**src/rtl/nodf_module_intf_if.sv**
```systemverilog
// ap_ctrl_hs handshake bundle between an HLS block (master side) and observers (slave side).
interface nodf_module_intf_if;
    logic ap_start;
    logic ap_ready;
    logic ap_done;
    logic ap_continue;

    modport master (output ap_start, ap_ready, ap_done, ap_continue);
    modport slave  (input  ap_start, ap_ready, ap_done, ap_continue);
endinterface

```
**src/rtl/nodf_module_intf.sv**
```systemverilog
// Passive ap_ctrl_hs status monitor: handshake state, transaction counts, latency statistics.
// Optional protocol checking is enabled with the NODF_PROTOCOL_CHECK_EN macro.
//
//  state     | meaning
//  ----------+------------------------------------------------------------
//  IDLE      | no transaction tracked
//  ACTIVE    | ap_start seen, inputs not yet accepted (ap_ready pending)
//  WAIT_DONE | inputs accepted, waiting for ap_done & ap_continue
//  FINISHED  | run ended; statistics frozen until reset
module nodf_module_intf #(
    parameter int CNT_W = 32,
    parameter int LAT_W = 32
) (
    input  logic                 clock,
    input  logic                 reset,
    nodf_module_intf_if.slave    hs,
    input  logic                 finish,
    output logic [1:0]           status,
    output logic [CNT_W-1:0]     start_cnt,
    output logic [CNT_W-1:0]     done_cnt,
    output logic                 lat_valid,
    output logic [LAT_W-1:0]     last_lat,
    output logic [LAT_W-1:0]     min_lat,
    output logic [LAT_W-1:0]     max_lat,
    output logic                 finish_pulse,
    output logic [2:0]           err
);
    typedef enum logic [1:0] {
        IDLE      = 2'd0,
        ACTIVE    = 2'd1,
        WAIT_DONE = 2'd2,
        FINISHED  = 2'd3
    } state_t;

    localparam logic [CNT_W-1:0] CNT_MAX = '1;

    state_t           state;
    logic [CNT_W-1:0] cyc;
    logic [CNT_W-1:0] ts;

    logic             accept;
    logic             retire;
    logic             completing;
    logic [CNT_W-1:0] lat_full;
    logic [LAT_W-1:0] lat_now;

    assign accept   = hs.ap_start & hs.ap_ready;
    assign retire   = hs.ap_done & hs.ap_continue;
    assign lat_full = cyc - ts;

    // A start and done in the same IDLE cycle is a zero-latency transaction, not a spurious done.
    always_comb begin
        completing = 1'b0;
        lat_now    = '0;
        if (retire) begin
            case (state)
                ACTIVE, WAIT_DONE: begin
                    completing = 1'b1;
                    lat_now    = LAT_W'(lat_full);
                end
                IDLE: completing = hs.ap_start;
                default: completing = 1'b0;
            endcase
        end
    end

    assign status = state;

    always_ff @(posedge clock) begin
        if (reset) begin
            state        <= IDLE;
            cyc          <= '0;
            ts           <= '0;
            start_cnt    <= '0;
            done_cnt     <= '0;
            lat_valid    <= 1'b0;
            last_lat     <= '0;
            min_lat      <= '1;
            max_lat      <= '0;
            finish_pulse <= 1'b0;
        end else begin
            cyc          <= (cyc == CNT_MAX) ? cyc : cyc + 1'b1;
            lat_valid    <= 1'b0;
            finish_pulse <= 1'b0;
            if (finish || state == FINISHED) begin
                if (state != FINISHED)
                    finish_pulse <= 1'b1;
                state <= FINISHED;
            end else begin
                if (accept && start_cnt != CNT_MAX)
                    start_cnt <= start_cnt + 1'b1;
                if (completing) begin
                    if (done_cnt != CNT_MAX)
                        done_cnt <= done_cnt + 1'b1;
                    last_lat  <= lat_now;
                    lat_valid <= 1'b1;
                    if (lat_now < min_lat) min_lat <= lat_now;
                    if (lat_now > max_lat) max_lat <= lat_now;
                end
                case (state)
                    IDLE: begin
                        if (hs.ap_start && !retire) begin
                            ts    <= cyc;
                            state <= hs.ap_ready ? WAIT_DONE : ACTIVE;
                        end
                    end
                    ACTIVE, WAIT_DONE: begin
                        if (retire) begin
                            if (hs.ap_start) begin
                                ts    <= cyc;
                                state <= ACTIVE;
                            end else begin
                                state <= IDLE;
                            end
                        end else if (state == ACTIVE && hs.ap_ready && hs.ap_start) begin
                            state <= WAIT_DONE;
                        end
                    end
                    default: state <= FINISHED;
                endcase
            end
        end
    end

`ifdef NODF_PROTOCOL_CHECK_EN
    logic [2:0] err_q;

    always_ff @(posedge clock) begin
        if (reset) begin
            err_q <= '0;
        end else begin
            if (state == ACTIVE && !hs.ap_start && !retire)
                err_q[0] <= 1'b1;
            if (state == IDLE && retire && !hs.ap_start)
                err_q[1] <= 1'b1;
            if (start_cnt == CNT_MAX || done_cnt == CNT_MAX || cyc == CNT_MAX)
                err_q[2] <= 1'b1;
        end
    end

    assign err = err_q;
`else
    assign err = 3'b000;
`endif
endmodule

```
**src/flat_wrapper.sv**
```systemverilog
// flat-port wrapper written by rule: the top's interface ports become plain ports
module nodf_module_intf_flat 
#(
    parameter int CNT_W = 32,
    parameter int LAT_W = 32
)
  (clock, reset, finish, status, start_cnt, done_cnt, lat_valid, last_lat, min_lat, max_lat, finish_pulse, err, hs_ap_start, hs_ap_ready, hs_ap_done, hs_ap_continue);
  nodf_module_intf_if hs_i ();
  input  logic clock;
  input  logic reset;
  input  logic finish;
  output logic [1:0] status;
  output logic [CNT_W-1:0] start_cnt;
  output logic [CNT_W-1:0] done_cnt;
  output logic lat_valid;
  output logic [LAT_W-1:0] last_lat;
  output logic [LAT_W-1:0] min_lat;
  output logic [LAT_W-1:0] max_lat;
  output logic finish_pulse;
  output logic [2:0] err;
  input wire logic [$bits(hs_i.ap_start)-1:0] hs_ap_start;
  input wire logic [$bits(hs_i.ap_ready)-1:0] hs_ap_ready;
  input wire logic [$bits(hs_i.ap_done)-1:0] hs_ap_done;
  input wire logic [$bits(hs_i.ap_continue)-1:0] hs_ap_continue;
  assign hs_i.ap_start = hs_ap_start;
  assign hs_i.ap_ready = hs_ap_ready;
  assign hs_i.ap_done = hs_ap_done;
  assign hs_i.ap_continue = hs_ap_continue;
  nodf_module_intf #(.CNT_W(CNT_W), .LAT_W(LAT_W)) u_core (.clock(clock), .reset(reset), .hs(hs_i), .finish(finish), .status(status), .start_cnt(start_cnt), .done_cnt(done_cnt), .lat_valid(lat_valid), .last_lat(last_lat), .min_lat(min_lat), .max_lat(max_lat), .finish_pulse(finish_pulse), .err(err));
endmodule
```
**config.mk**
```make
export PLATFORM = sky130hd
export DESIGN_NAME = nodf_module_intf_flat
export DESIGN_NICKNAME = d
export VERILOG_FILES = /design/src/rtl/nodf_module_intf_if.sv /design/src/rtl/nodf_module_intf.sv /design/src/flat_wrapper.sv
export SDC_FILE = /design/constraint.sdc
export NUM_CORES = 1
export LEC_CHECK = 0
export ABC_AREA = 0
export CORE_MARGIN = 4
export CORE_UTILIZATION = 51
export CTS_CLUSTER_DIAMETER = 150
export DETAILED_ROUTE_END_ITERATION = 12
export GPL_TIMING_DRIVEN = 0
export PLACE_DENSITY_LB_ADDON = 0.2
export SKIP_LAST_GASP = 1
export SLEW_MARGIN = 10
export SYNTH_ARGS = -nofsm -noshare
export SYNTH_HDL_FRONTEND = slang
export SYNTH_SLANG_ARGS = --single-unit
```
**constraint.sdc**
```tcl
create_clock -name clock -period 5.8 [get_ports clock]
set_input_delay 0.58 -clock clock [delete_from_list [all_inputs] [get_ports clock]]
set_output_delay 0.58 -clock clock [all_outputs]
set_load 0.01 [all_outputs]
```
Yosys cells after proc, flatten, opt, wreduce, memory -nomap -nowiden
Index checks and enable logic that the tools add are counted.

storage, ports and cells
  logic and storage cells = 66
  bits in registers = 228
  output and inout port bits = 167
  input port bits = 7

cells by class
  magnitude comparators = 2
  add/subtract/negate cells = 4
  bitwise gates (word level) = 3
  multiplexer cells = 17
  reduce and logical (&&, ||, !) cells = 18
  eq/ne operators = 12

operator list
  cell                                                   number
  two-way mux 32 bit                                     5
  adder 32 x 1 -> 32 bit, second input constant          3
  inequality test 32 bit, second input constant          2
  case mux 32 bit (2 select lines)                       1
  equality test 32 bit, second input constant            1
  > comparator 32 bit                                    1
  < comparator 32 bit                                    1
  subtractor 32 bit                                      1
  two-way mux 2 bit                                      5
  AND reduction 3 bit                                    3
  AND reduction 2 bit                                    3
  OR reduction 2 bit                                     3
  AND reduction 5 bit                                    1
  equality test 2 bit, second input constant             2
  logical AND 1 bit                                      4
  two-way mux 1 bit                                      4
  inequality test 2 x 1 -> 1 bit, second input constant  2
  inequality test 2 bit, second input constant           2
  inequality test 4 x 1 -> 1 bit, second input constant  1
  case mux 2 bit (2 select lines)                        1
  inequality test 3 x 1 -> 1 bit, second input constant  1
  bitwise AND 1 bit                                      2
  equality test 2 x 1 -> 1 bit, second input constant    1
  logical NOT 2 bit                                      1
  5 further kinds                                        5

Longest topological paths before layout
  word-level depth = 7
  mapped depth = 23
  gate-level depth less buffers = 21

Worst setup path before layout
OpenSTA, ideal clock, no wires.

  kind = register to register
  from = reg u_core.cyc[0]
  to = reg u_core.min_lat[15]
  setup slack = 1.314 ns
  cell stages (with the launch flop) = 23
  data arrival time = 4.356 ns
  period minus slack after synthesis = 4.486 ns
  cells stage by stage = dfxtp_1 -> inv_1 -> ha_1 -> inv_1 -> fa_1 -> a21o_1 -> a221o_2 -> a2111oi_4 -> a311oi_1 -> a221oi_2 -> xnor2_1 -> nand2_1 -> inv_1 -> ha_1 -> and4_1 -> nand2_1 -> nor4_1 -> nand4_1 -> o31ai_1 -> buf_2 -> buf_2 -> mux2i_1 -> nand2_1

on the way
  cells in the longest elaborated chain, start to end = 5

RTL lines
  what                                  RTL line                text
  from (decl)                           nodf_module_intf.sv:38  logic [CNT_W-1:0] cyc;
  from (signal assigned)                nodf_module_intf.sv:82  cyc <= (cyc == CNT_MAX) ? cyc : cyc + 1'b1;
  subtractor 32 bit                     nodf_module_intf.sv:49  assign lat_full = cyc - ts;
  two-way mux 32 bit                    nodf_module_intf.sv:56  case (state)
  two-way mux 32 bit                    nodf_module_intf.sv:55  if (retire) begin
  named net u_core.lat_now[28]          nodf_module_intf.sv:45  logic [LAT_W-1:0] lat_now;
  < comparator 32 bit                   nodf_module_intf.sv:97  if (lat_now < min_lat) min_lat <= lat_now;
  AND reduction 3 bit (no source line)  --
  to (signal assigned)                  nodf_module_intf.sv:97
  to (decl)                             nodf_module_intf.sv:23  output logic [LAT_W-1:0] min_lat,

The timed path passes the listed nets, and every way through them passes these cells.
A chain may end at the register's enable or synchronous reset.

Worst setup path after layout
  from = reg u_core.cyc[0]
  to = reg u_core.max_lat[30]

on the way
  cells in the longest elaborated chain, start to end = 5

RTL lines
  what                                  RTL line                text
  subtractor 32 bit                     nodf_module_intf.sv:49
  two-way mux 32 bit                    nodf_module_intf.sv:56
  two-way mux 32 bit                    nodf_module_intf.sv:55
  named net u_core.lat_now[14]          nodf_module_intf.sv:45
  > comparator 32 bit                   nodf_module_intf.sv:98  if (lat_now > max_lat) max_lat <= lat_now;
  AND reduction 3 bit (no source line)  --
  to (signal assigned)                  nodf_module_intf.sv:98
  to (decl)                             nodf_module_intf.sv:24  output logic [LAT_W-1:0] max_lat,

The timed path passes the listed nets, and every way through them passes these cells.

==> results.ini <==
[worst_setup_path]
critPathMaxFanout=10
worstSetupPathType=flop to flop
rr_worst_depth=18
rr_startpoint=u_core.cyc[0]
crit_arrival_ns=5.86
r2r_end=u_core.max_lat[30]
cp-startpoint=u_core.cyc[0]
ff2ff_setup_slack_ns=0.33
end_kind=flop
start_kind=flop
endpoint=u_core.max_lat[30]
required_ns=6.18

[logic_synthesis]
async_flop_share_pct=0
synth_seq_cells=228
synth_top_area_share_pct=36.1
synth_area_leaders=dfxtp_1 (36%), ha_1 (9.9%), nand2_1 (6.5%), a21oi_1 (5.3%), nor2_1 (4.9%)
synth_cells=1571
yosys-top-cells-count=dfxtp_1 (228), nand2_1 (220), nor2_1 (164)
synth-edff-count=0
synth_top_cell_by_area=dfxtp_1
ys_types=76
synth.cell_area_um2=12600
syn_avg_cell_area_um2=8.05
dominantRegCellSynth=dfxtp_1
yosysMostFrequentCell=dfxtp_1
yosys_warnings=0
ys_seq_area_share_pct=36.1

[place]
dp_hpwl_mm=26.9
dp_slack_ns=0.388
gp_congestion=0.937
postPlaceCellArea_um2=14800
port_buffers=169

[timing]
worst_slew_pin_slew_ns=0.882
fin_tns_setup_ns=0
maxSlewViolCount=0
hold_ws_ns=0.453
min_period_ns=5.47
skew_ns=0.0155
rsz0062_at_grt=no
relSlewSlack_pct=40.7
fin_crit_sh_pct=94.4
hold_violations=0
setup_violations=0
timing.fmax_mhz=183
finalWorstSetupSlack_ns=0.327

[grt]
antenna_found_initial=0
grt_pass1_wl_mm=54.5
first_global_vias=10640
grtUsageTotal_pct=24.4
grt_overflow_total=0
grt_max_degree=13

[drt]
post-route-drc-count=0
drt_iter0_drc=802
first_pass_iters=6
wl_mm=34.8
vias=11606
vias_per_cell=5.49
post_drt_wl_per_cell_um=16.5
postRouteAntennaNets=0

[final_layout]
layout-drive-gt1-share_pct=4.53
finalInstanceArea_um2=15600
area_delta_synth_final_pct=23.6
fin_nets=1878
n_antenna_cell=0

[cts]
cts_htree_levels=1
cts_inserted_buffers=26
clk_latency_ns=0.52
cts_sinks=228
clockBufferDepth=3
ctsHoldBuffers=0
cts_root_buf=clkbuf_16
clkTransAtPathRegs_ns=0.06
cts_tree=done

[power_and_ir_drop]
p_leak_nw=6.37
max-vdd-ir-drop_mv=0.189
p_per_area_nw_per_um2=236

[floorplanning]
core_um2=24400
initial_core_util_pct=51.9
die_x_um=165
ios=174
die_h_um=165
dieArea_um2=27400
rows=57

[min_path]
hp-class=flop to flop
worstHoldStart=u_core.ts[12]

[status]
status=finished clean

[run]
maxCapViolCount=0

[stage by stage]
| step | power, mW | std cells | util (%) |
|---|---|---|---|
| 2_1_floorplan | 1.90 | 1573 | - |
| 3_3_place_gp | 2.05 | 2066 | 60.5 |
| 3_5_place_dp | 2.06 | 2066 | 60.5 |
| 4_1_cts | 3.70 | 2113 | 64.1 |
| 5_1_grt | 3.81 | 2113 | 64.1 |
| 6_report | 3.68 | 2113 | 64.1 |
[cell type report]
type                    instances  area, µm²
fillers                      2155       8760
repair buffers                169       1690
inverters                     127        477
well taps                     324        405
plain buffers                  74        312
multi-input cells            1144       7310
flip-flops and latches        228       4560
clock buffers                  38        777
clock inverters                 9       97.6
[power by group]
part	internal, mW	switching [mW]
combinational	0.157	0.261
clock	1.01	0.641
sequential	1.59	0.0235
[sequential cells by signal (all words and copies together) (netlist names)]
register             cells
u_core.status            2
u_core.done_cnt         32
u_core.last_lat         32
u_core.finish_pulse      1
u_core.start_cnt        32
u_core.ts               32
u_core.cyc              32
u_core.lat_valid         1
u_core.max_lat          32
u_core.min_lat          32
[layout by cell type (no fill, tap or decap), drive strengths merged, types with 19 or more instances in the layout]
| master | count |
|---|---|
| mux2i | 33 |
| a21oi | 134 |
| buf | 21 |
| ha | 100 |
| and3 | 26 |
| xor2 | 61 |
| clkbuf | 91 |
| nor3 | 19 |
| nand2 | 220 |
| a21o | 22 |
| xnor2 | 49 |
| nand4 | 34 |
| nor2 | 164 |
| clkdlybuf4s50 | 169 |
| inv | 126 |
| o21ai | 39 |
| dfxtp | 228 |
| nand3 | 62 |
[worst min-delay path by stage]
stage / cells past startpoint / slack, ns / endpoint
2_1_floorplan: 2 / 0.44 / u_core.ts[10]
3_3_place_gp: 2 / 0.44 / u_core.ts[9]
3_5_place_dp: 2 / 0.45 / u_core.ts[2]
4_1_cts: 2 / 0.45 / u_core.ts[2]
5_1_grt: 2 / 0.46 / u_core.last_lat[9]
6_report: 2 / 0.45 / u_core.ts[12]
[cell families after synthesis]
family | count (synthesis) | share of synthesized area, %
AOI/OAI and AO/OA | 296 | 15.4
xor gates and xnor gates | 110 | 7.62
adders and majority gates | 101 | 10.1
buffers and inverters | 201 | 6.21
DFF | 228 | 36.1
muxes | 33 | 2.61
other | 1 | 0.0297
and+or+nand+nor | 601 | 22.0
[routing by layer]
layer / wire length [µm] / GRT usage [%] / vias up
met5: 0 / 0 / -
li1: - / - / 5795
met4: 805 / 6.75 / 0
met1: 15800 / 33.8 / 5423
met3: 2120 / 3.43 / 54
met2: 16100 / 40.2 / 334
[worst max-delay path: stages (launching register included)]
cell and delay [ns]:
dfxtp_1 0.36, inv_1 0.08, ha_1 0.15, inv_1 0.05, fa_1 0.41, a21o_1 0.20, a221o_2 0.42, a311oi_1 0.45
o21ai_0 0.17, a21oi_1 0.29, mux2i_1 0.59, ha_1 0.36, and4_1 0.21, a221o_1 0.36, a31oi_1 0.30, o21a_1 0.21
clkbuf_1 0.45, or3_1 0.19, o311ai_1 0.08
[timing repair]
action | in CTS | in global routing
resized for setup | 0 | 6
setup buffers | 0 | 0
endpoints found under the setup margin | 0 | 20
No activity file was read; power rests on OpenSTA's default activity.
==> variant 1, RTL diff (same flow settings) <==
Add a define of `NODF_PROTOCOL_CHECK_EN`.
--- a/src/rtl/nodf_module_intf.sv
+++ b/src/rtl/nodf_module_intf.sv
@@ -8,4 +8,6 @@
 //  WAIT_DONE | inputs accepted, waiting for ap_done & ap_continue
 //  FINISHED  | run ended; statistics frozen until reset
+`define NODF_PROTOCOL_CHECK_EN
+
 module nodf_module_intf #(
     parameter int CNT_W = 32,
Formal check against the unedited RTL: not equivalent (Yosys sat finds a counterexample within 4 cycles, from zero or initial values and one cycle with reset high).
==> variant 1 against the unedited design <==
Sequential cell count rose by 3. Wire length rose by 10%. Synthesized area rose by 1.0%. Clock skew fell by 3.5 ps. Setup slack got worse by 5.3 ps. Synthesized cell count rose by 2.6%. Combinational power rose by 53%. Total power rose by 5.0%. Cell area rose by 0.94%. Largest power group is now registers. Highest routed layer unchanged.
==> variant 1: results (changes against the unedited design) <==
metric;value;unit;change
nNonClkInverters;120;;-5.5%
grt_use_met1;35.5;%;+1.7 points
finClkSkew;11.9;ps;-3.54 ps
syn_area_per_cell;7.92;sq um;-1.6%
cp_slowest_cell;a221o_1;;
cts_resized;4;;+4
power_leakage;6.37;nW;about the same
muxShareOfSynthArea;0.793;%;-1.8 points
wl_met3;2.53;mm;+19%
portBuffers;172;;+1.8%
wl_met2;17.7;mm;+9.9%
synth_commonest_cells;dfxtp_1 (231), nand2_1 (214), nor2_1 (148);;
critPathArrivalTime;5840;ps;-20 ps
hp-start;u_core.last_lat[16];;
gp_congestion;0.973;;+3.9%
via_count;12300;;+6.4%
wl_met1;16.6;mm;+5.5%
synth_seq_cells;231;;+1.3%
r2r_cells;24;;+6
peakVddDrop;179;uV;-4.9%
synth-compound-area-share;17.3;%;+1.9 points
nNonClkBuffers;249;;+2.5%
status;finished clean;;
clockNetworkAreaShare;5.19;%;-0.41 points
fin_nets;1920;;+2.2%
met3_usage;3.38;%;-0.045 points
relSlewSlack;8.41;%;-32 points
n_fill_cell;2137;;-0.84%
seq_area;0.00462;sq mm;+1.3%
dpl.hpwl;28.9;mm;+7.2%
combPwrFrac;16.5;%;+5.2 points
grt_pass1_wl;61.6;mm;+13%
grt_use_met2;44.1;%;+4.0 points
p_int;2.75;mW;-0.22%
==> variant 1: cell count changes after synthesis, moves of 11 or more <==
cell / before / now
xnor2_1: 49 / 38
o311ai_0: 14 / 2
o21ai_0: 36 / 66
a21oi_1: 133 / 146
o311ai_1: 1 / 16
nand3_1: 62 / 85
nand4_1: 34 / 51
nor2_1: 164 / 148
mux2i_1: 33 / 9
==> variant 1: stage by stage <==
step                      hold slack [ps]  worst slack [ps]  util (%)  setup TNS (ps)  instance area, sq um
after CTS                             455               127      64.3               0                 15700
after floorplan                       436              1030         -               0                 12800
final                                 452               321      64.5               0                 15800
after detailed placement              447              -115      60.9           -1130                 14900
after global placement                442              6.79      60.9               0                 14900
after global routing                  472              32.2      64.5               0                 15800
==> variant 1: cells by family (layout without fill, tap and decap cells) <==
logic type,after synthesis,after routing
AO/OA/AOI/OAI,351,351
XOR/XNOR,100,100
adder cells (fa/ha/maj),101,101
buffers and inverters,197,417
flip-flops,231,231
multiplexers,10,10
AND/OR/NAND/NOR,622,622
==> variant 2, RTL diff (config.mk and constraints unchanged) <==
Made on the original files. Register the output `status` once more; this adds one clock of latency there. The other outputs are not delayed to match. Comments in the files are not updated.
--- a/src/rtl/nodf_module_intf.sv
+++ b/src/rtl/nodf_module_intf.sv
@@ -65,5 +65,7 @@
     end
 
-    assign status = state;
+    always_ff @(posedge clock) begin
+        status <= state;
+    end
 
     always_ff @(posedge clock) begin
Behaviour: not the same (a bounded check fails within 4 cycles, from zero or initial values and one cycle with reset high).
==> variant 2 against the unedited design <==
Sequential cell count is 2 higher. First-iteration DRC count is 2.0% lower. Global-route usage is 1.2 points higher. Wire length is 2.4% higher. Cell area is 0.49% higher. Synthesized cell count is 0.32% higher. Total power is 5.3% higher. Synthesized area is 0.41% lower. Setup slack better by 11 ps. Maximum frequency is 0.20% higher. Hold slack worse by 63 ps. Count of clock-buffer cells in the layout is 1 lower. Non-clock buffer count is 4 lower. Largest cell class unchanged. Largest power group unchanged.
==> variant 2: results (changes against the unedited design) <==
metric;value;unit;change
clkTransAtPathRegs;60;ps;about the same
cts_buffers;26;;unchanged
ys_types;79;;+3.9%
synthTopCellsByArea;dfxtp_1 (37%), ha_1 (9.9%), nand2_1 (6.9%);;
finClkSkew;18.4;ps;+2.93 ps
r2r-start;u_core.cyc[6];;
peakVddDrop;213;uV;+13%
viasPerCell;5.49;;about the same
hp-class;reg2reg;;
fin_nets;1884;;+0.32%
grt_max_degree;14;;+1
antenna_found_initial;0;;unchanged
power_leakage;6.32;nW;-0.79%
dp_slack;152;ps;-236 ps
yosysWarnings;0;;unchanged
hp-start;u_core.state[1];;
drtIter0Drc;786;;-2.0%
cts_buffer_depth;3;;unchanged
cts_setup_buffers;0;;unchanged
path_max_fanout;10;;unchanged
critPathArrivalTime;5860;ps;about the same
drive_gt1_share;4.79;%;+0.26 points
diodes;0;;unchanged
portBuffers;170;;+0.59%
h-tree-depth;1;;unchanged
relSlewSlack;30.1;%;-11 points
synth_commonest_cells;nand2_1 (233), dfxtp_1 (230), nor2_1 (168);;
cp_slowest_cell;a2111oi_0;;
grt_usage;25.7;%;+1.2 points
status;finished clean;;
dpl.hpwl;27.1;mm;+0.64%
drtPass1Iterations;5;;-1
cts_root_buf;clkbuf_16;;
worstSetupPathType;reg2reg;;
cpPeakStageDelay;650;ps;+60 ps
grt_pass1_wl;56.9;mm;+4.4%
drt_wl_total;35.6;mm;+2.4%
clkLatencyLatePin;530;ps;
cts_resized;0;;unchanged
cp_top_family;compound AO/OA/AOI/OAI gates;;
gp_congestion;0.894;;-4.6%
grt_pass1_vias;11000;;+3.3%
ys_seq_area_share;36.6;%;+0.46 points
ys_async_sr_fraction;0;%;unchanged
==> variant 2: changes by cell type in the layout (fill, tap and decap cells not counted), sizes merged, moves of 6 or more <==
cell and delta:
and3 -9, inv -9, nand2 +13, nand3 -11, nand4 +11, nor2 +6
o21ai +35, o31ai -9, or3 +8, xnor2 -21, xor2 +9
==> variant 2: power breakdown <==
group	internal, mW	switching [mW]	leakage (nW)	total (mW)
logic	0.155	0.250	3.98	0.405
clock network	1.19	0.658	0.481	1.85
registers	1.60	0.0208	1.86	1.62
total	2.95	0.929	6.32	3.88
==> variant 2: cells by family (layout without fill, tap and decap cells) <==
group / count (synthesis) / in the layout / share of synthesized area [%]
other: 1 / 3 / 0.0298
buffers and inverters: 186 / 404 / 5.84
AO/OA/AOI/OAI: 319 / 319 / 15.6
XOR/XNOR: 98 / 98 / 6.93
multiplexers: 34 / 34 / 2.70
flip-flops: 230 / 230 / 36.6
adder cells (fa/ha/maj): 101 / 101 / 10.1
AND/OR/NAND/NOR: 607 / 607 / 22.3
==> variant 2: cell type report <==
type	count	area [sq um]
Clock buffer	37	773
Multi-Input combinational cell	1162	7280
Clock inverter	11	208
Timing Repair Buffer	170	1700
Fill cell	2149	8610
Tap cell	324	405
Buffer	69	297
Sequential cell	230	4600
Inverter	117	439
==> variant 2: worst paths after layout <==
path / endpoint / slack, ps / depth (start not counted)
max: u_core.max_lat[20] / 340 / 20
min: u_core.status[1] / 390 / 0
max reg2reg: u_core.max_lat[20] / 340 / 20
min reg2reg: u_core.status[1] / 390 / 0
==> variant 2: metal layers <==
| layer | part of all wire [%] | GRT usage (%) |
|---|---|---|
| met1 | 45 | 34.9 |
| met2 | 46 | 42.1 |
| met3 | 6.5 | 4.07 |
| met4 | 2.7 | 7.60 |
| met5 | 0 | 0 |
==> variant 2: through the flow <==
step	total power, mW	std cells	hold slack, ps	area (sq um)
detailed placement	2.06	2072	384	14700
floorplan	1.91	1578	367	12600
finish	3.88	2120	390	15700
global placement	2.05	2072	384	14700
CTS	3.90	2120	392	15700
global route	4.02	2120	414	15700
